--- src/rtl/floppy_pkg.sv ---
// floppy_pkg: shared state encoding, spindle timing constants and helpers
// for the drive-interface blocks.
package floppy_pkg;
   typedef enum logic [1:0] {
      IDLE    = 2'd0,
      SYNC    = 2'd1,
      MEASURE = 2'd2
   } state_t;

   localparam int unsigned CLK_HZ        = 10_000_000;
   // nominal 360 rpm revolution at CLK_HZ and its +/-5% window
   localparam logic [23:0] RPM_360_PERIOD = 24'd1666667;
   localparam logic [23:0] MIN_PERIOD_DEF = 24'd1583333;
   localparam logic [23:0] MAX_PERIOD_DEF = 24'd1750000;
   localparam logic [23:0] TIMEOUT_DEF    = 24'd3333334;

   function automatic logic [3:0] sat_inc(input logic [3:0] v);
      return (v == 4'hF) ? v : v + 4'd1;
   endfunction
endpackage

--- src/rtl/index_edge_det.sv ---
// index_edge_det: rising-edge detector on the synchronous INDEX level with a
// combinational rise and a registered, gated pulse.
module index_edge_det (
   input  logic clk,
   input  logic reset,
   input  logic in,
   input  logic en,
   output logic rise,
   output logic pulse
);
   logic idx_dly_q;
   logic pulse_q;

   assign rise  = in & ~idx_dly_q;
   assign pulse = pulse_q;

   // idx_dly starts high so an index already asserted at reset release is ignored
   always_ff @(posedge clk or posedge reset)
      if (reset) begin
         idx_dly_q <= 1'b1;
         pulse_q   <= 1'b0;
      end else begin
         idx_dly_q <= in;
         pulse_q   <= rise & en;
      end
endmodule

--- src/rtl/index_period_monitor.sv ---
// index_period_monitor: measures spindle rotation period from INDEX edges,
// qualifies speed stability (ready) and flags missing index (timeout).
module index_period_monitor
   import floppy_pkg::*;
#(
   parameter int               CNT_W       = 24,
   parameter logic [CNT_W-1:0] MIN_PERIOD  = CNT_W'(MIN_PERIOD_DEF),
   parameter logic [CNT_W-1:0] MAX_PERIOD  = CNT_W'(MAX_PERIOD_DEF),
   parameter logic [CNT_W-1:0] TIMEOUT     = CNT_W'(TIMEOUT_DEF),
   parameter int               STABLE_REVS = 3
) (
   input  logic             clk,
   input  logic             reset,
   input  logic             enable,
   input  logic             index_in,
   output logic             index_pulse,
   output logic [CNT_W-1:0] period,
   output logic             period_valid,
   output logic             ready,
   output logic             timeout
);
   state_t           state_q;
   logic [CNT_W-1:0] cnt_q;
   logic [CNT_W-1:0] period_q;
   logic [3:0]       stable_q;
   logic             pv_q;
   logic             ready_q;
   logic             timeout_q;
   logic             rise;
   logic             in_win;
   logic             at_to;
   logic [3:0]       stable_d;
   logic [CNT_W-1:0] cnt_d;

   index_edge_det u_edge (
      .clk   (clk),
      .reset (reset),
      .in    (index_in),
      .en    (enable && state_q != IDLE),
      .rise  (rise),
      .pulse (index_pulse)
   );

   assign in_win   = cnt_q >= MIN_PERIOD && cnt_q <= MAX_PERIOD;
   assign at_to    = cnt_q == TIMEOUT;
   assign stable_d = in_win ? sat_inc(stable_q) : 4'd0;
   assign cnt_d    = at_to ? cnt_q : cnt_q + CNT_W'(1);

   assign period       = period_q;
   assign period_valid = pv_q;
   assign ready        = ready_q;
   assign timeout      = timeout_q;

   always_ff @(posedge clk or posedge reset)
      if (reset) begin
         state_q   <= IDLE;
         cnt_q     <= '0;
         period_q  <= '0;
         stable_q  <= '0;
         pv_q      <= 1'b0;
         ready_q   <= 1'b0;
         timeout_q <= 1'b0;
      end else begin
         pv_q <= 1'b0;
         if (!enable) begin
            state_q   <= IDLE;
            cnt_q     <= '0;
            stable_q  <= '0;
            ready_q   <= 1'b0;
            timeout_q <= 1'b0;
         end else begin
            case (state_q)
               IDLE: state_q <= SYNC;
               SYNC:
                  if (rise) begin
                     cnt_q     <= CNT_W'(1);
                     timeout_q <= 1'b0;
                     state_q   <= MEASURE;
                  end else begin
                     cnt_q <= cnt_d;
                     if (at_to) timeout_q <= 1'b1;
                  end
               MEASURE:
                  // a rise coinciding with the timeout count still reports its period
                  if (rise) begin
                     period_q <= cnt_q;
                     pv_q     <= 1'b1;
                     cnt_q    <= CNT_W'(1);
                     stable_q <= stable_d;
                     ready_q  <= in_win && stable_d >= 4'(STABLE_REVS);
                  end else if (at_to) begin
                     timeout_q <= 1'b1;
                     ready_q   <= 1'b0;
                     stable_q  <= '0;
                     state_q   <= SYNC;
                  end else
                     cnt_q <= cnt_d;
               default: state_q <= IDLE;
            endcase
         end
      end
endmodule

--- config.mk ---
export PLATFORM = sky130hd
export DESIGN_NAME = index_period_monitor
export DESIGN_NICKNAME = d
export VERILOG_FILES = /design/src/rtl/floppy_pkg.sv /design/src/rtl/index_edge_det.sv /design/src/rtl/index_period_monitor.sv
export SDC_FILE = /design/constraint.sdc
export NUM_CORES = 1
export LEC_CHECK = 0
export CAP_MARGIN = 30
export CORE_AREA = 2 2 83 85
export CTS_BUF_LIST = sky130_fd_sc_hd__clkbuf_8
export DETAILED_ROUTE_END_ITERATION = 8
export DIE_AREA = 0 0 85 87
export HOLD_SLACK_MARGIN = 0.06
export PLACE_DENSITY = 0.76
export REMOVE_ABC_BUFFERS = 1
export SLEW_MARGIN = 0
export SYNTH_ARGS = -nofsm -noshare
export SYNTH_HDL_FRONTEND = slang
export SYNTH_SLANG_ARGS = --single-unit
--- constraint.sdc ---
create_clock -name clk -period 2.05 [get_ports clk]
set_input_delay 0.3075 -clock clk [delete_from_list [all_inputs] [get_ports clk]]
set_output_delay 0.3075 -clock clk [all_outputs]
set_load 0.01 [all_outputs]
==> flow_metrics.py, run 1 <==
metrics = {
    "run_status": {
        "status": "complete, no violations",
    },
    "sta": {
        "finalHoldViolCount": 0,
        "finalCriticalPeriod_ns": 1.98,
        "slew_violations": 0,
        "slew_headroom_pct": 65.2,
        "finalSetupViolCount": 0,
        "worst_pin_slew_ns": 0.515,
        "skew_ns": 0.00829,
        "rsz0062_at_grt": "yes",
        "timing.final.crit_share_pct": 96.4,
        "fmax_ghz": 0.506,
    },
    "global_routing": {
        "grt_max_degree": 60,
        "busiest_layer": "met2",
        "track_usage_pct": 20.2,
        "use_met2_pct": 32.2,
        "met1_usage_pct": 25.3,
        "grt_pass1_wl_um": 11600,
        "use_met3_pct": 5.02,
        "grt_antenna_before_repair": 0,
        "grt_pass1_vias": 2418,
        "grt_overflow": 0,
    },
    "routing": {
        "finalWirelength_um": 6950,
        "firstDrtPassIters": 4,
        "vias": 2495,
        "viasPerCell": 5.56,
        "drt_iter0_markers": 155,
        "postRouteAntennaNets": 0,
        "remaining_drc_errors": 0,
        "post_drt_wl_per_cell_um": 15.5,
    },
    "floorplanning": {
        "core_um2": 6570,
        "io_pins": 32,
        "dieArea_um2": 7400,
        "die_width_um": 85,
        "die_h_um": 87,
        "row_count": 30,
        "start_util_pct": 47.7,
    },
    "yosys": {
        "synth_seq_cells": 59,
        "synth_edf_count": 0,
        "synth_adder_area_share_pct": 2.40,
        "synth_area_leaders": "dfrtp_1, mux2_2, nor2_1",
        "synthSimpleGateAreaFrac_pct": 22.3,
        "synthFlopType": "dfrtp_1",
        "synth_xor_area_share_pct": 5.60,
        "yosysSeqAreaShare_pct": 47.2,
        "yosysMostFrequentCell": "dfrtp_1",
        "netlist-cell-type-count": 56,
        "synth_top_area_cell": "dfrtp_1",
        "synth_top_area_share_pct": 46.4,
        "yosysWarnings": 0,
        "synth_cells": 292,
        "synth-compound-area-share_pct": 9.39,
        "syn_area_per_cell_um2": 10.7,
        "synth_mux_area_share_pct": 8.99,
        "synthArstFlopShare_pct": 100,
        "syn_area_um2": 3130,
        "synth_top_family_by_area": "simple AND/OR/NAND/NOR gates",
        "synth_commonest_cells": "dfrtp_1, nor2_1, mux2_2",
    },
    "critical_path": {
        "critPathRequiredTime_ns": 2.33,
        "crit_path_end_kind": "flip-flop",
        "startpoint_type": "flip-flop",
        "path_max_fanout": 4,
        "crit_type": "flip-flop to flip-flop",
        "crit_arrival_ns": 2.25,
    },
    "placed_design": {
        "placed_cell_area_um2": 3770,
        "port_buffers": 31,
        "dpl.hpwl_um": 4880,
        "routabilityCongestion": 0.900,
    },
    "worst_hold_path": {
        "hold_class": "primary input to async pin",
    },
    "finish": {
        "drive_gt1_share_pct": 31.4,
        "final_util_pct": 62.8,
        "n_fill_cell": 496,
        "nets": 374,
        "areaGrowthSynthToFinish_pct": 31.8,
        "finalInstanceArea_um2": 4130,
        "num_antenna_cells": 0,
    },
    "power": {
        "ir_drop_mv": 0.783,
        "p_leak_nw": 1.88,
        "power.density_nw_per_um2": 590,
    },
    "clocking": {
        "cts_tree": "built",
        "root_buffer": "clkbuf_8",
        "clock_latency_ns": 0.35,
        "cts_buffer_depth": 2,
        "clk_transition_reported_paths_ns": 0.07,
        "htreeDepth": 3,
        "cts_buffers": 9,
        "clock-sinks": 59,
    },
    "flow_run": {
        "cap_violations": 0,
    },
}
routing by layer:
layer,routed length [µm],part of all wire [%],vias to the layer above
met5,0,0,-
li1,-,-,1198
met4,240,3.5,0
met3,272,3.9,19
met1,3150,45,1224
met2,3290,47,54
layout make-up:
type	count	area (µm²)	area share [%]
timing repair buffer	78	712	17.3
inverter	6	22.5	0.546
tap	80	100	2.43
clock inverter	6	56.3	1.36
clock buffer	10	138	3.34
multi-input combinational	210	1620	39.2
sequential	59	1480	35.9
flip-flops by register name, summed over array words and instances, names as in the netlist, 2 cells and up:
name / flops
cnt_q: 24
period: 24
stable_q: 4
state_q: 2
worst max-delay path: stages (launching register included):
cell and delay (ns):
dfrtp_1 0.38, buf_4 0.14, ha_2 0.23, nand3_4 0.11, nor4_4 0.30, nand3_1 0.16, or4_1 0.43, a31oi_1 0.15
worst paths after layout:
path / start / end / slack, ns / depth (start not counted)
worst max-delay path: cnt_q[0] / cnt_q[20] / 0.07 / 7
worst min-delay path: reset / stable_q[3] / 0.33 / 3
worst max register to register: cnt_q[0] / cnt_q[20] / 0.07 / 7
worst min register to register: period[10] / period[10] / 0.50 / 1
max in group asynchronous: reset / u_edge.idx_dly_q / 1.42 / 3
min in group clk: index_in / u_edge.idx_dly_q / 0.41 / 1
timing repair:
action / CTS / global route
pin swaps: 1 / 15
endpoints found under the setup margin: 3 / 17
hold buffers: 0 / 0
setup buffers: 1 / 7
resized for setup: 3 / 20
report_power, final:
part	switching (mW)	internal, mW	leakage, nW
Combinational	0.109	0.0931	0.967
Clock	0.461	0.582	0.103
Sequential	0.0115	1.18	0.813
cell families after synthesis:
logic type,count (synthesis)
adder cells (fa/ha/maj),6
AO/OA/AOI/OAI,41
multiplexers,25
XOR/XNOR,20
buffers and inverters,23
flip-flops,59
AND/OR/NAND/NOR,118
cells in the final DEF (no fill, tap or decap), drive strengths merged, types with 6 or more instances in the layout:
cell type | synthesis | routed
xnor2 | 8 | 8
inv | 6 | 7
nor2 | 32 | 32
clkbuf | 5 | 10
nand3 | 12 | 12
clkdlybuf4s50 | 0 | 31
o21ai | 9 | 9
nand4 | 8 | 8
a21oi | 11 | 11
nor3 | 8 | 8
buf | 12 | 47
xor2 | 12 | 12
mux2 | 25 | 25
ha | 6 | 6
dfrtp | 58 | 58
nor4 | 6 | 6
and3 | 7 | 7
nand2 | 19 | 19
metrics by stage:
| stage | hold slack, ns | setup TNS (ns) | power (mW) | worst slack, ns | cells |
|---|---|---|---|---|---|
| 2_1_floorplan | 0.312 | -8.43 | 1.30 | -0.430 | 275 |
| 3_3_place_gp | 0.489 | 0 | 1.39 | 0.0124 | 425 |
| 3_5_place_dp | 0.496 | -0.0282 | 1.39 | -0.0282 | 425 |
| 4_1_cts | 0.349 | 0 | 2.44 | 0.00511 | 442 |
| 5_1_grt | 0.372 | -0.0595 | 2.53 | -0.0357 | 449 |
| 6_report | 0.334 | 0 | 2.43 | 0.0743 | 449 |
(Power assumes the default switching activity.)
==> run 2: changes to the inputs <==
- CORE_AREA: 2 2 83 85 -> 2 2 88 90
- DIE_AREA: 0 0 85 87 -> 0 0 90 92
- GPL_ROUTABILITY_DRIVEN: unset -> 0
- PLACE_DENSITY: 0.76 -> 0.69
==> flow_metrics.py, run 2 (synthesis results as in run 1) <==
metrics = {
    "clocking": {
        "clock_latency_ns": 0.35,
        "cts_hold_buf": 0,
        "clock-sinks": 59,
        "cts_buffer_depth": 2,
        "cts_buffers": 9,
        "htreeDepth": 3,
        "cts_tree": "built",
        "clk_transition_reported_paths_ns": 0.08,
        "root_buffer": "clkbuf_8",
    },
    "finish": {
        "nets": 382,
        "final_cells": 479,
        "final_util_pct": 56.9,
        "drive_gt1_share_pct": 34.5,
        "areaGrowthSynthToFinish_pct": 35.5,
        "layout_commonest_cell": "dfrtp_1",
        "n_fill_cell": 653,
        "final_cell_mix": "dfrtp_1, buf_4, nor2_1, clkdlybuf4s50_1, mux2_2",
        "finalInstanceArea_um2": 4240,
        "num_antenna_cells": 0,
    },
    "sta": {
        "finalSetupViolCount": 7,
        "rsz0062_at_grt": "yes",
        "slew_headroom_pct": 61.9,
        "slew_violations": 0,
        "holdWs_ns": 0.330,
        "finalHoldViolCount": 0,
        "finalCriticalPeriod_ns": 2.12,
        "fmax_ghz": 0.473,
        "worst_pin_slew_ns": 0.569,
        "skew_ns": 0.0118,
        "timing.final.crit_share_pct": 103,
        "finalWorstSetupSlack_ns": -0.0662,
    },
    "global_routing": {
        "grt_antenna_before_repair": 0,
        "grt_pass1_vias": 2519,
        "grt_pass1_wl_um": 12000,
        "track_usage_pct": 18.4,
        "grt_overflow": 0,
        "grt_max_degree": 60,
    },
    "run_status": {
        "violations": "negative setup slack",
        "status": "complete, but fails checks",
    },
    "critical_path": {
        "r2r_end": "cnt_q[14]",
        "crit_type": "flip-flop to flip-flop",
        "ff2ff_path_depth": 8,
        "crit_path_end_kind": "flip-flop",
        "crit_arrival_ns": 2.35,
        "critPathRequiredTime_ns": 2.28,
        "r2r-start": "cnt_q[18]",
        "crit_start": "cnt_q[18]",
        "r2r_setup_slack_ns": -0.07,
        "path_max_fanout": 8,
        "startpoint_type": "flip-flop",
        "crit_end": "cnt_q[14]",
    },
    "floorplanning": {
        "start_util_pct": 42.0,
        "die_h_um": 92,
        "core_um2": 7450,
        "die_width_um": 90,
        "row_count": 32,
        "io_pins": 32,
        "dieArea_um2": 8280,
    },
    "routing": {
        "drt_iter0_markers": 211,
        "vias": 2551,
        "remaining_drc_errors": 0,
        "firstDrtPassIters": 4,
        "postRouteAntennaNets": 0,
        "finalWirelength_um": 7440,
        "post_drt_wl_per_cell_um": 15.5,
        "viasPerCell": 5.33,
    },
    "flow_run": {
        "cap_violations": 0,
    },
    "power": {
        "power.density_nw_per_um2": 606,
        "ir_drop_mv": 0.354,
        "p_leak_nw": 1.93,
        "total_power_mw": 2.57,
    },
    "placed_design": {
        "port_buffers": 31,
        "dpl.cell_count": 453,
        "placed_cell_area_um2": 3830,
        "dpl.hpwl_um": 5200,
    },
    "worst_hold_path": {
        "hold_class": "primary input to async pin",
    },
}
-- run 2: cell count changes in the layout (fill, tap and decap cells not counted), moves of 2 or more --
cell / before / now
buf_4: 41 / 46
buf_6: 3 / 7
nand3_2: 1 / 5
nand3_1: 10 / 7
clkinvlp_4: 1 / 3
dfrtp_1: 56 / 54
dfrtp_2: 2 / 4
-- run 2: repair_timing --
| action | CTS | global route |
|---|---|---|
| pin swaps | 5 | 17 |
| cloned | 0 | 0 |
| resized for setup | 4 | 25 |
| setup endpoints to repair | 6 | 22 |
| setup buffers | 4 | 6 |
-- run 2: critical path, cell delays in order, from the launching register on --
cell      delay (ns)
dfrtp_1         0.43
nor4_4          0.40
nand3b_4        0.16
buf_6           0.15
o41ai_4         0.37
buf_6           0.19
nor4b_2         0.06
xnor2_1         0.16
nor2_1          0.07
-- run 2: power breakdown --
group | internal, mW | switching, mW | total [mW]
clock network | 0.679 | 0.495 | 1.17
logic | 0.0979 | 0.111 | 0.209
registers | 1.18 | 0.0126 | 1.19
total | 1.95 | 0.619 | 2.57
-- run 2: metal layers --
metal	part of all wire, %	wire length [µm]	vias to the layer above	global-route usage [%]
met3	4.8	354	14	4.27
met5	0	0	-	0
li1	-	-	1213	-
met2	48	3580	75	30.1
met1	45	3350	1249	23.6
met4	2.1	154	0	7.44
-- run 2: how the worst min path moves through the flow --
| stage | endpoint | slack [ns] | depth (start not counted) |
|---|---|---|---|
| final | period[10] | 0.33 | 3 |
| after global routing | period[10] | 0.35 | 3 |
| after CTS | cnt_q[21] | 0.34 | 3 |
| after detailed placement | period[10] | 0.49 | 1 |
| after global placement | period[15] | 0.49 | 1 |
| after floorplan | u_edge.idx_dly_q | 0.31 | 0 |
-- run 2: final cells by class --
class	instances	area, µm²	area share (%)
inverters	6	22.5	0.531
multi-input cells	210	1620	38.1
well taps	102	128	3.01
clock inverters	7	92.6	2.18
clock buffers	9	124	2.92
repair buffers	86	774	18.3
flip-flops and latches	59	1480	35.0
-- run 2: stage by stage --
stage	setup WS [ns]	TNS, ns
3_5_place_dp	-0.0796	-0.267
4_1_cts	-0.0235	-0.0568
5_1_grt	-0.105	-1.09
6_report	-0.0662	-0.190
3_3_place_gp	-0.0405	-0.101
2_1_floorplan	-0.430	-8.43
